$ cat config.mk
export PLATFORM = sky130hd
export DESIGN_NAME = rf_sort_sequencer
export DESIGN_NICKNAME = d
export VERILOG_FILES = /design/src/rtl/rf_sort_sequencer_pkg.sv /design/src/rtl/rf_sort_cmp.sv /design/src/rtl/rf_sort_sequencer.sv
export SDC_FILE = /design/constraint.sdc
export NUM_CORES = 1
export LEC_CHECK = 0
export CAP_MARGIN = 25
export CORE_ASPECT_RATIO = 0.5
export CORE_MARGIN = 3
export CORE_UTILIZATION = 42
export CTS_BUF_LIST = sky130_fd_sc_hd__clkbuf_4
export DETAILED_ROUTE_END_ITERATION = 16
export PLACE_DENSITY = 0.67
export SYNTH_ARGS = -nofsm -noshare
export SYNTH_HDL_FRONTEND = slang
export SYNTH_HIERARCHICAL = 1
export SYNTH_SLANG_ARGS = --single-unit
$ cat constraint.sdc
create_clock -name CLK -period 5.1 [get_ports CLK]
set_input_delay 1.275 -clock CLK [delete_from_list [all_inputs] [get_ports CLK]]
set_output_delay 1.275 -clock CLK [all_outputs]
set_load 0.1 [all_outputs]
$ cat src/rtl/rf_sort_sequencer_pkg.sv
// rf_sort_sequencer_pkg
// Shared constants, the sequencer state encoding and a small length helper
// used by the register-file sort sequencer and its compare unit.
//   RF_DEPTH  : default number of register-file entries
//   RF_WIDTH  : default data width of one register-file entry
//   LEN_W     : width of the requested window length
//   SWAPS_W   : width of the swap counter (worst case 28 swaps for 8 entries)
package rf_sort_sequencer_pkg;

    localparam int RF_DEPTH = 8;
    localparam int RF_WIDTH = 4;
    localparam int LEN_W    = 4;
    localparam int SWAPS_W  = 5;

    // Sequencer states: one read issue, one compare, and two write cycles
    // when a pair has to be exchanged.
    typedef enum logic [2:0] {
        IDLE,
        ISSUE,
        CMP,
        WR_LO,
        WR_HI,
        DONE
    } state_t;

    // A window can never be longer than the register file itself, so longer
    // requests are cut down to the file depth.
    function automatic logic [LEN_W-1:0] clamp_len(input logic [LEN_W-1:0] len,
                                                   input logic [LEN_W-1:0] limit);
        return (len > limit) ? limit : len;
    endfunction

endpackage

$ cat src/rtl/rf_sort_cmp.sv
// rf_sort_cmp
// Combinational order check for one adjacent pair of register-file entries.
// Ports:
//   a, b        : the lower-addressed and higher-addressed entry values
//   descending  : 0 = the pair should end up ascending, 1 = descending
//   swap        : 1 when the pair is out of order and must be exchanged
// The comparison is unsigned, and equal values never request an exchange so
// the sort stays stable and terminates on runs of identical data.
module rf_sort_cmp
    import rf_sort_sequencer_pkg::*;
#(
    parameter int WIDTH = RF_WIDTH
) (
    input  logic [WIDTH-1:0] a,
    input  logic [WIDTH-1:0] b,
    input  logic             descending,
    output logic             swap
);

    // Strict comparisons only, so equal values always stay where they are.
    always_comb begin
        swap = 1'b0;
        if (descending) begin
            swap = (a < b);
        end else begin
            swap = (a > b);
        end
    end

endmodule

$ cat src/rtl/rf_sort_sequencer.sv
// rf_sort_sequencer
// Bubble-sorts a window of an external register file in place, using two read
// ports (data returned one cycle after the address) and one write port.
// Ports:
//   CLK, reset          : rising-edge clock, asynchronous active-high reset
//   start               : sort request, only looked at while idle
//   descending          : sort direction, captured with start
//   from_address, count : window start and length (length clamped to DEPTH)
//   RF_d1, RF_d2        : register-file read data for RF_ad1 / RF_ad2
//   RF_ad1, RF_ad2      : register-file read addresses
//   RF_wa, RF_wd, RF_we : register-file write port
//   busy                : sequencer owns the register-file ports (all non-idle states)
//   done                : single-cycle completion pulse
//   swap_count          : exchanges made by the current or most recent sort
// Each adjacent pair costs ISSUE+CMP, plus WR_LO+WR_HI when it is exchanged.
// A pass that makes no exchange ends the sort early.
module rf_sort_sequencer
    import rf_sort_sequencer_pkg::*;
#(
    parameter int DEPTH = RF_DEPTH,
    parameter int WIDTH = RF_WIDTH
) (
    input  logic                     CLK,
    input  logic                     reset,
    input  logic                     start,
    input  logic                     descending,
    input  logic [$clog2(DEPTH)-1:0] from_address,
    input  logic [LEN_W-1:0]         count,
    input  logic [WIDTH-1:0]         RF_d1,
    input  logic [WIDTH-1:0]         RF_d2,
    output logic [$clog2(DEPTH)-1:0] RF_ad1,
    output logic [$clog2(DEPTH)-1:0] RF_ad2,
    output logic [$clog2(DEPTH)-1:0] RF_wa,
    output logic [WIDTH-1:0]         RF_wd,
    output logic                     RF_we,
    output logic                     busy,
    output logic                     done,
    output logic [SWAPS_W-1:0]       swap_count
);

    localparam int                ADDR_W  = $clog2(DEPTH);
    localparam logic [LEN_W-1:0]  MAX_LEN = LEN_W'(DEPTH);

    state_t               state_q, state_d;
    logic [ADDR_W-1:0]    pass_q, pass_d;
    logic [ADDR_W-1:0]    j_q, j_d;
    logic                 swapped_q, swapped_d;
    logic [SWAPS_W-1:0]   swaps_q, swaps_d;
    logic [LEN_W-1:0]     len_q, len_d;
    logic [ADDR_W-1:0]    base_q, base_d;
    logic                 desc_q, desc_d;
    logic [WIDTH-1:0]     hold_d1_q, hold_d1_d;
    logic [WIDTH-1:0]     hold_d2_q, hold_d2_d;

    logic [LEN_W-1:0]     start_len;
    logic [ADDR_W-1:0]    lo_addr;
    logic [ADDR_W-1:0]    hi_addr;
    logic [LEN_W-1:0]     last_j;
    logic                 more_pairs;
    logic                 final_pass;
    logic                 need_swap;
    logic                 advance;

    logic [ADDR_W-1:0]    seq_ad1, seq_ad2, seq_wa;
    logic [WIDTH-1:0]     seq_wd;
    logic                 seq_we;
    logic                 seq_done;

    // Window length after clamping, as it would be captured by a start.
    assign start_len = clamp_len(count, MAX_LEN);

    // Pair addresses wrap naturally in ADDR_W bits, so a window running off
    // the top of the file continues at entry 0.
    assign lo_addr = base_q + j_q;
    assign hi_addr = lo_addr + ADDR_W'(1);

    // Pass p only needs to look at the first len-1-p pairs because the
    // largest (or smallest) value has already bubbled to the end.
    assign last_j     = len_q - LEN_W'(2) - LEN_W'(pass_q);
    assign more_pairs = (LEN_W'(j_q) < last_j);
    assign final_pass = (LEN_W'(pass_q) == (len_q - LEN_W'(2)));

    // The read data arriving during CMP belongs to the pair issued in ISSUE.
    rf_sort_cmp #(
        .WIDTH(WIDTH)
    ) u_cmp (
        .a         (RF_d1),
        .b         (RF_d2),
        .descending(desc_q),
        .swap      (need_swap)
    );

    // State and datapath registers; everything clears on reset so an
    // interrupted sort leaves no trace besides the partly sorted file.
    always_ff @(posedge CLK or posedge reset) begin
        if (reset) begin
            state_q   <= IDLE;
            pass_q    <= '0;
            j_q       <= '0;
            swapped_q <= 1'b0;
            swaps_q   <= '0;
            len_q     <= '0;
            base_q    <= '0;
            desc_q    <= 1'b0;
            hold_d1_q <= '0;
            hold_d2_q <= '0;
        end else begin
            state_q   <= state_d;
            pass_q    <= pass_d;
            j_q       <= j_d;
            swapped_q <= swapped_d;
            swaps_q   <= swaps_d;
            len_q     <= len_d;
            base_q    <= base_d;
            desc_q    <= desc_d;
            hold_d1_q <= hold_d1_d;
            hold_d2_q <= hold_d2_d;
        end
    end

    // Next-state and port decode. The advance step is shared by a CMP that
    // needs no exchange and by WR_HI once the exchange has been written, so
    // it is handled once after the state case.
    always_comb begin
        state_d   = state_q;
        pass_d    = pass_q;
        j_d       = j_q;
        swapped_d = swapped_q;
        swaps_d   = swaps_q;
        len_d     = len_q;
        base_d    = base_q;
        desc_d    = desc_q;
        hold_d1_d = hold_d1_q;
        hold_d2_d = hold_d2_q;
        advance   = 1'b0;
        seq_ad1   = '0;
        seq_ad2   = '0;
        seq_wa    = '0;
        seq_wd    = '0;
        seq_we    = 1'b0;
        seq_done  = 1'b0;

        case (state_q)
            IDLE: begin
                if (start) begin
                    len_d  = start_len;
                    base_d = from_address;
                    desc_d = descending;
                    // A window of zero or one entry is already sorted; the
                    // previous swap count is left untouched in that case.
                    if (start_len >= LEN_W'(2)) begin
                        pass_d    = '0;
                        j_d       = '0;
                        swapped_d = 1'b0;
                        swaps_d   = '0;
                        state_d   = ISSUE;
                    end else begin
                        state_d   = DONE;
                    end
                end
            end
            ISSUE: begin
                seq_ad1 = lo_addr;
                seq_ad2 = hi_addr;
                state_d = CMP;
            end
            CMP: begin
                if (need_swap) begin
                    hold_d1_d = RF_d1;
                    hold_d2_d = RF_d2;
                    swapped_d = 1'b1;
                    swaps_d   = swaps_q + SWAPS_W'(1);
                    state_d   = WR_LO;
                end else begin
                    advance   = 1'b1;
                end
            end
            WR_LO: begin
                seq_we  = 1'b1;
                seq_wa  = lo_addr;
                seq_wd  = hold_d2_q;
                state_d = WR_HI;
            end
            WR_HI: begin
                seq_we  = 1'b1;
                seq_wa  = hi_addr;
                seq_wd  = hold_d1_q;
                advance = 1'b1;
            end
            DONE: begin
                seq_done = 1'b1;
                state_d  = IDLE;
            end
            default: begin
                state_d = IDLE;
            end
        endcase

        if (advance) begin
            if (more_pairs) begin
                j_d     = j_q + ADDR_W'(1);
                state_d = ISSUE;
            end else if (!swapped_q || final_pass) begin
                state_d = DONE;
            end else begin
                pass_d    = pass_q + ADDR_W'(1);
                j_d       = '0;
                swapped_d = 1'b0;
                state_d   = ISSUE;
            end
        end
    end

    assign busy       = (state_q != IDLE);
    assign done       = seq_done;
    assign swap_count = swaps_q;

    // Register-file port mux: the sequencer drives the ports only while it
    // owns them; otherwise the user-side idle value (all zero) is presented.
    assign RF_ad1 = busy ? seq_ad1 : '0;
    assign RF_ad2 = busy ? seq_ad2 : '0;
    assign RF_wa  = busy ? seq_wa  : '0;
    assign RF_wd  = busy ? seq_wd  : '0;
    assign RF_we  = busy ? seq_we  : 1'b0;

endmodule

==> results.toml, run 1 <==
[clock_network]
post-cts-setup-buffer-count = 0
clockBufferDepth = 2
clock_latency_ns = 0.32
cts_tree = "done"
htree_levels = 2
cts_resized = 0
cts_buffers = 5
root_buffer = "clkbuf_4"
cts.sinks = 31
clk_pin_slew_ns = 0.10
cts_hold_buf = 0

[route]
ant_nets = 0
vias = 1505
drt_iter0_drc = 82
wl_per_cell_um = 14.51
drt-total-wl_mm = 4.105
drt_pass1_iterations = 4
drc = 0
via_per_inst = 5.318

[timing]
final_max_slew_viol_count = 0
min_period_over_period_pct = 81.12
grt_setup_unrepaired = "false"
tightest_slew_ns = 0.9741
totalNegativeSetupSlack_ns = 0
period_needed_ns = 4.137
fin_ws_ns = 0.9628
skew_ns = 0.006503
setup_viol = 0
timing.fmax_mhz = 241.7
slew_headroom_pct = 34.86
report.final.hold_viol_count = 0

[floorplanning]
die_h_um = 54.38
dieArea_sq_mm = 0.005587
core_area_sq_mm = 0.004184
io_pins = 40
start_util_pct = 46.98
die-width_um = 102.7
std_cell_rows = 16

[grt]
grt_pass1_vias = 1471
antenna_found_initial = 0
grt_usage_pct = 16.40
grt_max_degree = 32
grt_pass1_wl_mm = 7.100
grt.overflow.total = 0

[synthesis]
ys.warnings.count = 6
yosys.area.top_type = "dfrtp_1"
synth_top_cell_area_share_pct = 39.47
synthesis.area_sq_mm = 0.001966
synthArstFlopShare_pct = 100.0
synth_seq_area_share_pct = 39.47
synth_edf_count = 0
ys_ff_latch = 31
syn_avg_cell_area_sq_um = 10.51
ys.flop_type = "dfrtp_1"
synth.distinct_cells = 51
syn_nets = 223
synth_area_leaders = "dfrtp_1 (39%), ha_1 (9.5%), mux2_2 (8.0%)"
synthCells = 187

[run_status]
status = "finished, final reports clean"

[hold_path]
hold_path_class = "reg2reg"

[worst_setup_path]
end_kind = "output pin"
crit_arrival_ns = 2.86
path_class = "reg2out"
worstPathMaxFanout = 4
cp_data_required_time_ns = 3.83
startpoint_type = "register"

[final_layout]
drive_above_1_share_pct = 17.90
antennaDiodeCount = 0
nets = 264
fin_util_pct = 58.07
fin_cells = 283
area_growth_pct = 23.62

[place]
post-dp-hpwl_mm = 3.212
place_congestion = 0.8159
portBuffers = 39
dp_slack_ns = 1.253
dp.cells = 275

[flow_run]
cap_violations = 0
[final cells by class]
class,count,area [sq um]
fillers,395,1754
multi-input cells,135,1096
flip-flops and latches,31,775.7
repair buffers,41,385.4
well taps,54,67.56
inverters,14,52.55
clock buffers,6,45.04
clock inverters,2,7.507
[state kept, by name, summed over array words and instances (netlist names), 3 cells and up]
register,flops
base_q,3
hold_d1_q,4
len_q,4
pass_q,3
swap_count,5
hold_d2_q,4
state_q,3
j_q,3
[critical path, cell delays in order (launching register included)]
cell	delay (ns)
dfrtp_1	0.44
ha_1	0.23
fa_1	0.56
and3_1	0.17
clkdlybuf4s50_1	1.13
[through the flow]
| step | instance area (sq um) | hold WS (ns) |
|---|---|---|
| 6_report | 2430 | 0.4873 |
| 5_1_grt | 2430 | 0.5287 |
| 4_1_cts | 2430 | 0.4944 |
| 3_5_place_dp | 2377 | 0.4709 |
| 3_3_place_gp | 2377 | 0.4629 |
| 2_1_floorplan | 1966 | 0.4498 |
[kinds of logic after synthesis]
group / Yosys count / synth area share [%]
XOR/XNOR: 8 / 3.565
multiplexers: 16 / 9.102
flip-flops: 31 / 39.47
buffers and inverters: 21 / 4.774
AND/OR/NAND/NOR: 56 / 16.87
adder cells (fa/ha/maj): 17 / 11.59
AO/OA/AOI/OAI: 38 / 14.64
[cell usage after synthesis (all sizes together) (3+ instances only)]
cell / n
xor2: 7
mux2: 15
nor2: 11
nand2: 11
a22o: 6
ha: 15
o211ai: 4
nand2b: 6
dfrtp: 31
and3: 4
o21ai: 10
inv: 14
nand3b: 4
nor2b: 3
buf: 5
a21oi: 8
[layout by cell type, fill, tap and decap left out, drive strengths merged, types with 7 or more instances in the layout]
| master | count |
|---|---|
| mux2 | 15 |
| nand2 | 11 |
| a21oi | 8 |
| nor2 | 11 |
| dfrtp | 31 |
| clkdlybuf4s50 | 31 |
| o21ai | 10 |
| ha | 15 |
| buf | 10 |
| xor2 | 7 |
| inv | 14 |
[per-layer routing]
layer	part of all wire, %	wire (um)	track usage (%)	vias to the layer above
met5	0	0	0	-
met4	0.63	26	3.011	0
met3	2.9	121	4.326	5
met2	46	1873	25.75	21
met1	51	2083	23.18	737
li1	-	-	-	742
[worst paths after layout]
check / from / endpoint / slack [ns] / cells past startpoint
min: len_q[0] / len_q[0] / 0.49 / 2
min in group asynchronous: reset / j_q[0] / 1.33 / 3
max: j_q[0] / RF_ad1[1] / 0.96 / 4
max in group asynchronous: reset / hold_d1_q[2] / 3.47 / 3
min reg2reg: len_q[0] / len_q[0] / 0.49 / 2
max reg2reg: len_q[1] / j_q[0] / 2.54 / 11
Power of run 1 is left out: the tool's default activity adds up to more than one toggle a clock period on the data nets, which glitch-free logic cannot reach.
==> run 2: changes to the inputs <==
PLACE_DENSITY = 0.7   (was 0.67)
clock period = 3.7 ns   (was 5.1 ns; I/O delays follow)
==> run 2 against run 1 <==
Clock skew is 0.0068 ns higher; sequential share of layout area fell by 0.52 points; worst setup slack got worse by 0.56 ns; routed wire length grew 3.1%; first-iteration DRC count shrank 16%; critical endpoint is now RF_ad2[2]; via count up 1.2%; count of clock-buffer cells in the layout fell by 1; non-clock buffer count rose by 1.
==> results.toml, run 2 (synthesized netlist as in run 1, its figures left out) <==
[place]
portBuffers = 39
place_congestion = 0.7210
post-dp-hpwl_mm = 3.268
placed_area_sq_mm = 0.002394

[timing]
skew_ns = 0.01329
min_period_over_period_pct = 89.06
period_needed_ns = 3.295
slew_headroom_pct = 34.29
tightest_slew_ns = 0.9826
grt_setup_unrepaired = "false"
report.final.hold_viol_count = 0
final_max_slew_viol_count = 0
setup_viol = 0
timing.fmax_mhz = 303.5
totalNegativeSetupSlack_ns = 0

[worst_setup_path]
r2r_slack_ns = 1.04
cp-startpoint = "j_q[0]"
end_kind = "output pin"
path_class = "reg2out"
worstPathMaxFanout = 4
startpoint_type = "register"
reg2reg_from = "len_q[1]"
cp_data_required_time_ns = 2.77
crit_arrival_ns = 2.37

[grt]
grt.overflow.total = 0
antenna_found_initial = 0
grt_pass1_wl_mm = 7.038
grt_max_degree = 32
grt_pass1_vias = 1540
grt_usage_pct = 16.72

[clock_network]
root_buffer = "clkbuf_4"
htree_levels = 2
clock_latency_ns = 0.33
cts_tree = "done"
clockBufferDepth = 2
cts_buffers = 5
post-cts-setup-buffer-count = 0
cts_resized = 0
cts.sinks = 31
cts_hold_buf = 0
clk_pin_slew_ns = 0.11

[final_layout]
antennaDiodeCount = 0
area_growth_pct = 25.65
multiInputGateArea_sq_mm = 0.001102
final_common_cell = "dfrtp_1"
largest_register_ffs = 5
seq_area_sq_um = 775.7
nets = 265
final_cell_mix = "dfrtp_1 (31), clkdlybuf4s50_1 (22), buf_4 (18), ha_1 (15)"
drive_above_1_share_pct = 23.04
final_cell_area_sq_mm = 0.002470
fill_cells = 360

[floorplanning]
core_area_sq_mm = 0.004184
std_cell_rows = 16
die-width_um = 102.7
start_util_pct = 46.98
io_pins = 40
die_h_um = 54.38
dieArea_sq_mm = 0.005587

[route]
drt-total-wl_mm = 4.231
wl_per_cell_um = 14.90
ant_nets = 0
drt_iter0_drc = 69
drc = 0
drt_pass1_iterations = 4
via_per_inst = 5.363
vias = 1523

[hold_path]
min_from = "len_q[0]"
hold_path_class = "reg2reg"

[flow_run]
cap_violations = 0

[run_status]
status = "finished, final reports clean"
run 2: changes by cell type in the layout (fill, tap and decap cells not counted), sizes merged:
cell,change
clkbuf,-1
buf,+10
bufinv,+1
clkdlybuf4s50,-9
run 2: final cells by class:
cell class              count  share of cell area (%)
clock buffers               5                   1.520
clock inverters             3                   1.570
inverters                  14                   2.128
multi-input cells         135                   44.63
flip-flops and latches     31                   31.41
well taps                  54                   2.736
repair buffers             42                   16.01
run 2: path summary, 6_finish.rpt:
| path | end | cells past startpoint |
|---|---|---|
| setup / recovery | RF_ad2[2] | 6 |
| hold / removal | len_q[0] | 2 |
| setup reg to reg | j_q[0] | 11 |
| hold reg to reg | len_q[0] | 2 |
| max in group asynchronous | swap_count[2] | 3 |
| min in group asynchronous | state_q[2] | 3 |
run 2: routing by layer:
metal / share of wire [%] / wire length [um] / vias up / global-route usage, %
li1: - / - / 750 / -
met1: 47 / 1985 / 747 / 22.00
met2: 49 / 2067 / 24 / 27.88
met3: 3.8 / 159 / 2 / 4.198
met4: 0.45 / 19 / 0 / 4.731
met5: 0 / 0 / - / 0
run 2: worst max-delay path: stages (launching register included):
cell and delay, ns:
dfrtp_1 0.44, ha_1 0.23, fa_1 0.51, ha_1 0.25, xor2_1 0.18, nor2_1 0.22, buf_12 0.21
run 2: per-stage QoR:
stage | worst slack [ns] | utilization [%] | std cells | hold WS (ns)
2_1_floorplan | 0.04443 | - | 187 | 0.4498
3_3_place_gp | 0.3074 | 57.21 | 276 | 0.4660
3_5_place_dp | 0.2633 | 57.21 | 276 | 0.4801
4_1_cts | 0.3823 | 59.03 | 284 | 0.5047
5_1_grt | 0.3157 | 59.03 | 284 | 0.5376
6_report | 0.4047 | 59.03 | 284 | 0.5004
Power of run 2 is left out for the same reason.
==> run 3: changes to the inputs <==
CTS_BUF_LIST = not set   (was sky130_fd_sc_hd__clkbuf_4)
SKIP_LAST_GASP = 1   (was not set)
==> run 3 against run 2 <==
Sequential cell count did not move; worst setup slack improved by 0.057 ns; cell area rose by 1.7%; non-clock buffer count did not move; routed wire length rose by 1.4%; clock skew fell by 0.0042 ns; utilization rose by 0.99 points; via count fell by 0.72%; first-iteration DRC count fell by 8.7%; critical path depth did not move; cell count did not move; largest cell class unchanged.
==> results.toml, run 3 (synthesized netlist as in run 1, its figures left out) <==
[grt]
grt_usage_pct = 16.78
grt_max_degree = 32
antenna_found_initial = 0
grt_pass1_vias = 1539
grt_pass1_wl_mm = 7.065
grt.overflow.total = 0

[worst_setup_path]
crit_family = "adder cells"
cp_num_buf_inv = 1
path_class = "reg2out"
worstPathMaxFanout = 4
end_kind = "output pin"
path_common_cell = "ha_1"
crit_arrival_ns = 2.31
cp_cell_sequence = "ha_1, fa_1, ha_1, xor2_1, nor2_1, buf_12"
cp_slowest_cell = "fa_1"
cp_data_required_time_ns = 2.77
startpoint_type = "register"
slowest_delay_ns = 0.51

[route]
drc = 0
ant_nets = 0
drt_pass1_iterations = 4
vias = 1512
drt-total-wl_mm = 4.292
wl_per_cell_um = 15.11
via_per_inst = 5.324
drt_iter0_drc = 63

[clock_network]
cts_buffers = 5
cts.sinks = 31
cts_resized = 0
post-cts-setup-buffer-count = 0
clk_pin_slew_ns = 0.07
root_buffer = "clkbuf_8"
cts_hold_buf = 0
htree_levels = 2
cts_tree = "done"
clockBufferDepth = 2
clock_latency_ns = 0.28

[hold_path]
hold_path_class = "reg2reg"

[timing]
min_period_over_period_pct = 87.53
slew_headroom_pct = 34.36
tightest_slew_ns = 0.9815
timing.fmax_mhz = 308.8
setup_viol = 0
final_max_slew_viol_count = 0
totalNegativeSetupSlack_ns = 0
skew_ns = 0.009134
report.final.hold_viol_count = 0
grt_setup_unrepaired = "false"
period_needed_ns = 3.238

[final_layout]
area_growth_pct = 27.75
largest_register_ffs = 5
drive_above_1_share_pct = 23.48
final_cell_mix = "dfrtp_1 (31), clkdlybuf4s50_1 (22), buf_4 (18), ha_1 (15)"
final_common_cell = "dfrtp_1"
antennaDiodeCount = 0
nets = 265

[flow_run]
cap_violations = 0

[place]
portBuffers = 39
post-dp-hpwl_mm = 3.268
place_congestion = 0.7210

[floorplanning]
dieArea_sq_mm = 0.005587
start_util_pct = 46.98
core_area_sq_mm = 0.004184
die-width_um = 102.7
std_cell_rows = 16
die_h_um = 54.38
io_pins = 40

[run_status]
status = "finished, final reports clean"
## run 3: changes by cell type in the layout (fill, tap and decap cells not counted)
cell,before,now
clkinv_1,1,0
clkbuf_4,5,0
clkbuf_8,0,6
## run 3: layout make-up
type,instances,area (sq um)
Clock buffer,6,82.58
Clock inverter,2,35.03
Fill cell,354,1673
Inverter,14,52.55
Multi-Input combinational cell,135,1102
Sequential cell,31,775.7
Tap cell,54,67.56
Timing Repair Buffer,42,395.4
## run 3: path summary, 6_finish.rpt
check | from | to | slack (ns) | cells past startpoint
setup / recovery | j_q[0] | RF_ad2[2] | 0.46 | 6
hold / removal | len_q[0] | len_q[0] | 0.49 | 2
setup reg to reg | len_q[1] | j_q[0] | 1.07 | 11
hold reg to reg | len_q[0] | len_q[0] | 0.49 | 2
max in group asynchronous | reset | desc_q | 2.37 | 3
min in group asynchronous | reset | base_q[0] | 1.03 | 3
## run 3: worst min-delay path: cells and delay by family, from the launching register on
family / cells / cell delay [ns]
AO/OA/AOI/OAI: 1 / 0.07
AND/OR/NAND/NOR: 1 / 0.04
flip-flops: 1 / 0.34
## run 3: per-layer routing
layer	global-route usage [%]	vias up	part of all wire [%]
met4	4.731	0	0.93
met2	28.21	22	49
met1	21.92	736	47
li1	-	749	-
met5	0	-	0
met3	4.198	5	3.5
## run 3: per-stage QoR
stage                     cells  hold WS [ns]  setup WS (ns)  utilization [%]  area, sq um
after floorplan             187        0.4498        0.04443                -         1972
after global placement      276        0.4660         0.3074            57.21         2394
after detailed placement    276        0.4801         0.2633            57.21         2394
after CTS                   284        0.4962         0.4550            60.02         2511
after global routing        284        0.5284         0.3905            60.02         2511
final                       284        0.4911         0.4615            60.02         2511
Power of run 3 is left out for the same reason.
